File: src/rtl/cpu_pkg.sv
// Shared CPU definitions: ALU op-codes, op-code width and the ALU arbiter state type.
package cpu_pkg;

  localparam int OP_W = 4;

  localparam int ALU_ADD = 0;
  localparam int ALU_SUB = 1;
  localparam int ALU_AND = 2;
  localparam int ALU_OR  = 3;
  localparam int ALU_SLT = 4;
  localparam int ALU_NE  = 5;
  localparam int ALU_EQ  = 6;

  typedef enum logic [1:0] {
    IDLE = 2'd0,
    EXEC = 2'd1,
    RESP = 2'd2
  } arb_state_e;

endpackage

File: src/rtl/alu_arbiter_rr_arb2.sv
// Two-way round-robin picker: a lone valid requester wins; on a tie the one
// that did not win last time is granted. Purely combinational, one-hot output.
module rr_arb2 (
  input  logic [1:0] valid,
  input  logic       last_grant,
  output logic [1:0] grant
);

  always_comb begin
    grant = valid;
    if (valid == 2'b11) begin
      grant = last_grant ? 2'b01 : 2'b10;
    end
  end

endmodule

File: src/rtl/alu_arbiter.sv
// Shares one combinational ALU between two requesters with round-robin arbitration.
// Define ALU_ARB_PERF_EN to add saturating grant/stall performance counters.
module alu_arbiter
  import cpu_pkg::*;
#(
  parameter int WIDTH = 32,
  parameter int OP_W  = cpu_pkg::OP_W
) (
  input  logic             clk,
  input  logic             rst,
  input  logic [1:0]       req_valid,
  output logic [1:0]       req_ready,
  input  logic [WIDTH-1:0] req0_a,
  input  logic [WIDTH-1:0] req0_b,
  input  logic [OP_W-1:0]  req0_op,
  input  logic [WIDTH-1:0] req1_a,
  input  logic [WIDTH-1:0] req1_b,
  input  logic [OP_W-1:0]  req1_op,
  output logic             rsp_valid,
  input  logic             rsp_ready,
  output logic             rsp_id,
  output logic [WIDTH-1:0] rsp_result,
  output logic             rsp_zero,
  output logic             rsp_err,
  output logic [WIDTH-1:0] alu_a,
  output logic [WIDTH-1:0] alu_b,
  output logic [OP_W-1:0]  alu_op,
  input  logic [WIDTH-1:0] alu_result,
  input  logic             alu_zero
`ifdef ALU_ARB_PERF_EN
  ,
  output logic [15:0]      perf_grant0,
  output logic [15:0]      perf_grant1,
  output logic [15:0]      perf_stall
`endif
);

  // Op classes: arithmetic/logic returns the result, compare returns the flag.
  localparam logic [1:0] CLS_ILLEGAL = 2'd0;
  localparam logic [1:0] CLS_ARITH   = 2'd1;
  localparam logic [1:0] CLS_CMP     = 2'd2;

  function automatic logic [1:0] op_class(input logic [OP_W-1:0] op);
    logic [1:0] cls;
    case (32'(op))
      ALU_ADD, ALU_SUB, ALU_AND, ALU_OR, ALU_SLT: cls = CLS_ARITH;
      ALU_NE, ALU_EQ:                             cls = CLS_CMP;
      default:                                    cls = CLS_ILLEGAL;
    endcase
    return cls;
  endfunction

  arb_state_e       state_q, state_d;
  logic             last_grant_q, last_grant_d;
  logic [WIDTH-1:0] alu_a_q, alu_a_d;
  logic [WIDTH-1:0] alu_b_q, alu_b_d;
  logic [OP_W-1:0]  alu_op_q, alu_op_d;
  logic             rsp_valid_q, rsp_valid_d;
  logic             rsp_id_q, rsp_id_d;
  logic [WIDTH-1:0] rsp_result_q, rsp_result_d;
  logic             rsp_zero_q, rsp_zero_d;
  logic             rsp_err_q, rsp_err_d;

  logic [1:0]       grant;
  logic             accept;
  logic             win;
  logic [WIDTH-1:0] win_a, win_b;
  logic [OP_W-1:0]  win_op;

  rr_arb2 u_rr_arb2 (
    .valid      (req_valid),
    .last_grant (last_grant_q),
    .grant      (grant)
  );

  assign win    = grant[1];
  assign win_a  = win ? req1_a  : req0_a;
  assign win_b  = win ? req1_b  : req0_b;
  assign win_op = win ? req1_op : req0_op;
  assign accept = (state_q == IDLE) && (grant != 2'b00);

`ifdef ALU_ARB_PERF_EN
  function automatic logic [15:0] sat_inc(input logic [15:0] cnt);
    return (cnt == 16'hFFFF) ? cnt : cnt + 16'd1;
  endfunction

  logic [15:0] perf_grant0_q, perf_grant0_d;
  logic [15:0] perf_grant1_q, perf_grant1_d;
  logic [15:0] perf_stall_q, perf_stall_d;

  always_comb begin
    perf_grant0_d = perf_grant0_q;
    perf_grant1_d = perf_grant1_q;
    perf_stall_d  = perf_stall_q;
    if (accept && !win) perf_grant0_d = sat_inc(perf_grant0_q);
    if (accept && win)  perf_grant1_d = sat_inc(perf_grant1_q);
    if (state_q == RESP && !rsp_ready) perf_stall_d = sat_inc(perf_stall_q);
  end

  assign perf_grant0 = perf_grant0_q;
  assign perf_grant1 = perf_grant1_q;
  assign perf_stall  = perf_stall_q;
`endif

  always_comb begin
    state_d      = state_q;
    last_grant_d = last_grant_q;
    alu_a_d      = alu_a_q;
    alu_b_d      = alu_b_q;
    alu_op_d     = alu_op_q;
    rsp_valid_d  = rsp_valid_q;
    rsp_id_d     = rsp_id_q;
    rsp_result_d = rsp_result_q;
    rsp_zero_d   = rsp_zero_q;
    rsp_err_d    = rsp_err_q;
    req_ready    = 2'b00;

    case (state_q)
      IDLE: begin
        req_ready = grant;
        if (accept) begin
          alu_a_d      = win_a;
          alu_b_d      = win_b;
          alu_op_d     = win_op;
          rsp_id_d     = win;
          last_grant_d = win;
          if (op_class(win_op) == CLS_ILLEGAL) begin
            // Illegal ops skip the ALU cycle and answer with an error at once.
            state_d      = RESP;
            rsp_valid_d  = 1'b1;
            rsp_err_d    = 1'b1;
            rsp_result_d = '0;
            rsp_zero_d   = 1'b0;
          end else begin
            state_d = EXEC;
          end
        end
      end
      EXEC: begin
        if (op_class(alu_op_q) == CLS_CMP) begin
          rsp_result_d = '0;
          rsp_zero_d   = alu_zero;
        end else begin
          rsp_result_d = alu_result;
          rsp_zero_d   = 1'b0;
        end
        rsp_err_d   = 1'b0;
        rsp_valid_d = 1'b1;
        state_d     = RESP;
      end
      RESP: begin
        if (rsp_ready) begin
          rsp_valid_d = 1'b0;
          state_d     = IDLE;
        end
      end
      default: state_d = IDLE;
    endcase
  end

  always_ff @(posedge clk) begin
    if (rst) begin
      state_q       <= IDLE;
      last_grant_q  <= 1'b1;
      alu_a_q       <= '0;
      alu_b_q       <= '0;
      alu_op_q      <= '0;
      rsp_valid_q   <= 1'b0;
      rsp_id_q      <= 1'b0;
      rsp_result_q  <= '0;
      rsp_zero_q    <= 1'b0;
      rsp_err_q     <= 1'b0;
`ifdef ALU_ARB_PERF_EN
      perf_grant0_q <= '0;
      perf_grant1_q <= '0;
      perf_stall_q  <= '0;
`endif
    end else begin
      state_q       <= state_d;
      last_grant_q  <= last_grant_d;
      alu_a_q       <= alu_a_d;
      alu_b_q       <= alu_b_d;
      alu_op_q      <= alu_op_d;
      rsp_valid_q   <= rsp_valid_d;
      rsp_id_q      <= rsp_id_d;
      rsp_result_q  <= rsp_result_d;
      rsp_zero_q    <= rsp_zero_d;
      rsp_err_q     <= rsp_err_d;
`ifdef ALU_ARB_PERF_EN
      perf_grant0_q <= perf_grant0_d;
      perf_grant1_q <= perf_grant1_d;
      perf_stall_q  <= perf_stall_d;
`endif
    end
  end

  assign alu_a      = alu_a_q;
  assign alu_b      = alu_b_q;
  assign alu_op     = alu_op_q;
  assign rsp_valid  = rsp_valid_q;
  assign rsp_id     = rsp_id_q;
  assign rsp_result = rsp_result_q;
  assign rsp_zero   = rsp_zero_q;
  assign rsp_err    = rsp_err_q;

endmodule

File: config.mk
export PLATFORM = sky130hd
export DESIGN_NAME = alu_arbiter
export DESIGN_NICKNAME = d
export VERILOG_FILES = /design/src/rtl/cpu_pkg.sv /design/src/rtl/alu_arbiter_rr_arb2.sv /design/src/rtl/alu_arbiter.sv
export SDC_FILE = /design/constraint.sdc
export NUM_CORES = 1
export LEC_CHECK = 0
export ABC_CLOCK_PERIOD_IN_PS = 1800
export CORE_AREA = 2 2 111 113
export CTS_BUF_LIST = sky130_fd_sc_hd__clkbuf_4
export CTS_CLUSTER_DIAMETER = 150
export DETAILED_ROUTE_END_ITERATION = 7
export DIE_AREA = 0 0 113 115
export PLACE_DENSITY = 0.87
export SLEW_MARGIN = 20
export SYNTH_ARGS = -nofsm -noshare
export SYNTH_HDL_FRONTEND = slang
export SYNTH_SLANG_ARGS = --single-unit
File: constraint.sdc
create_clock -name clk -period 1.8 [get_ports clk]
set_clock_uncertainty 0.15 [all_clocks]
set_input_delay 0.36 -clock clk [delete_from_list [all_inputs] [get_ports clk]]
set_output_delay 0.36 -clock clk [all_outputs]
set_load 0.01 [all_outputs]
==> flow_summary.json <==
{
  "nets": 880,
  "netlist_instances": 417,
  "cp.arrival_ns": 1.33,
  "finalCritPeriodShare_pct": 102.1,
  "grt_antenna_before_repair": 0,
  "fmax_mhz": 544.1,
  "ioPinCount": 280,
  "wl_per_cell_um": 16.45,
  "syn_nets": 591,
  "ys_ff_latch": 107,
  "cts_num_sinks": 107,
  "dp_cells": 834,
  "synth.area.top_cells": "dfxtp_1, mux2i_1, a211oi_1",
  "drive_gt1_share_pct": 9.986,
  "row_count": 40,
  "setup_viol": 2,
  "status": "finished, violations left",
  "clock_tree.root_cell": "clkbuf_4",
  "port_buffers": 279,
  "path_class": "reg -> out",
  "antenna_left": 0,
  "grt_pass1_vias": 4398,
  "endpoint_kind": "primary output",
  "die_area_um2": 13000,
  "die_y_um": 115,
  "post-dp-hpwl_um": 10650,
  "required_ns": 1.29,
  "rsz0062_at_grt": "true",
  "die_w_um": 113,
  "power_density_nw_per_um2": 757.1,
  "drv_cap": 0,
  "clk_pin_slew_ns": 0.15,
  "postSynthAreaPerCell_um2": 10.25,
  "worstHoldPathType": "in -> reg",
  "synth_top_area_cell": "dfxtp_1",
  "grt_usage_pct": 21.23,
  "final-instance-count-excl-fill": 858,
  "fin_util_pct": 63.11,
  "clockBufferDepth": 2,
  "synth.distinct_cells": 27,
  "p_total_mw": 5.644,
  "hold_viol": 0,
  "seq_area_frac_synth_pct": 50.10,
  "vias_per_cell": 5.016,
  "path_max_fanout": 2,
  "violations": "DRC, setup timing",
  "drt_iter0_drc": 257,
  "period_minus_slack_ns": 1.838,
  "synth_top_area_share_pct": 50.10,
  "drv_slew": 0,
  "gp_congestion": 0.8398,
  "drc": 21,
  "slew_headroom_pct": 62.93,
  "hold_buffers": 0,
  "startpoint_type": "flip-flop",
  "cts_tree": "yes",
  "leakagePower_nw": 3.327,
  "setup_tns_ns": -0.06645,
  "n_antenna_cell": 0,
  "core_area_um2": 11810,
  "dr.pass1.iters": 8,
  "max_slew.worst_pin.slew_ns": 0.5549,
  "ctsHtreeMaxLevel": 3,
  "yosysWarnings": 0,
  "routed_wl_um": 14110,
  "setup_slack_ns": -0.03778,
  "via_count": 4304,
  "grt_max_degree": 69,
  "clkLatencyLatePin_ns": 0.48,
  "max-vdd-ir-drop_v": 0.0003778,
  "cts_made_buffers": 9,
  "area.growth.synth_to_final_pct": 74.36,
  "initial_core_util_pct": 36.20,
  "grt-ovfl-total": 0,
  "syn_area_um2": 4275,
  "timing.hold.ws_ns": 0.3140,
  "grt_pass1_wl_um": 21750
}
report_power, final:
group	internal, mW	total (mW)	leakage (nW)	switching (mW)
Combinational	0.984	1.80	2.37	0.814
Clock	0.320	1.09	0.0662	0.769
Sequential	2.62	2.76	0.886	0.135
Total	3.93	5.64	3.33	1.72
placed cells by master (no fill, tap or decap), drive strengths merged, types with 3 or more instances in the layout:
cell | netlist | final
dlygate4sd2 | 0 | 106
nand2 | 4 | 4
a21oi | 5 | 5
buf | 16 | 38
mux2i | 69 | 69
dfxtp | 107 | 107
a211oi | 69 | 70
clkdlybuf4s50 | 0 | 170
clkbuf | 21 | 12
nor3 | 3 | 3
clkinv | 0 | 4
nor2 | 74 | 74
inv | 3 | 3
a22o | 32 | 32
worst paths after layout:
check	start	to	slack [ns]	depth (start not counted)
setup / recovery	last_grant_q	req_ready[1]	-0.04	5
hold reg to reg	rsp_result[22]	rsp_result[22]	0.35	1
hold / removal	alu_result[2]	rsp_result[2]	0.31	2
setup reg to reg	last_grant_q	rsp_result[18]	0	6
metrics by stage:
stage | area, µm² | setup WS [ns]
3_5_place_dp | 7335 | -1.057
2_1_floorplan | 4275 | 0.08769
4_1_cts | 7428 | -0.1936
3_3_place_gp | 7335 | -0.9245
5_1_grt | 7455 | -0.1188
6_report | 7455 | -0.03778
final cells by class:
cell class              count  area [µm²]
well taps                 147       183.9
inverters                   3       11.26
flip-flops and latches    107        2157
multi-input cells         271        2016
clock inverters             4       17.52
repair buffers            314        2979
fillers                   975        4357
clock buffers              12       90.09
per-layer routing:
layer  GRT usage [%]  share of wire, %
met5               0                 0
met2           38.80                51
met3           6.642               9.3
met4           8.618               1.9
met1           22.85                38
registers in the layout, summed over array words and instances, names as in the netlist:
register      flops
last_grant_q      1
state_q           2
alu_b            32
rsp_id            1
rsp_result       32
alu_a            32
rsp_valid         1
rsp_zero          1
rsp_err           1
alu_op            4
logic make-up after synthesis:
logic type / share of synthesized area [%]
AO/OA/AOI/OAI: 20.92
flip-flops: 50.10
AND/OR/NAND/NOR: 8.019
multiplexers: 16.24
buffers and inverters: 4.507
XOR/XNOR: 0.2049
cells in the mapped netlist:
cell type,instances
nor3b_1,1
buf_6,3
mux2i_2,1
a221o_1,1
and4_1,1
xnor2_1,1
a41o_1,1
o2bb2ai_1,1
nand2_1,4
dfxtp_1,107
a21oi_1,5
buf_4,3
a22o_1,32
buf_2,7
inv_1,3
a31oi_1,2
nor3_1,3
mux2i_1,68
a211oi_4,1
nor2_1,74
a21boi_1,1
a211oi_1,68
buf_1,3
nor2b_1,2
nand2b_1,1
o21ai_0,2
clkbuf_1,21
repair_timing:
item                                    in CTS  in global routing
buffers inserted                             6                  1
cloned                                       1                  0
pin swaps                                    4                  2
gates resized for setup                    131                  8
endpoints found under the setup margin     206                 23
critical path: stages, from the launching register on:
cell      delay [ns]
dfxtp_2         0.37
a21boi_4        0.16
buf_6           0.13
nand2_4         0.05
inv_2           0.05
buf_6           0.09
No activity file was read; power rests on OpenSTA's default activity.
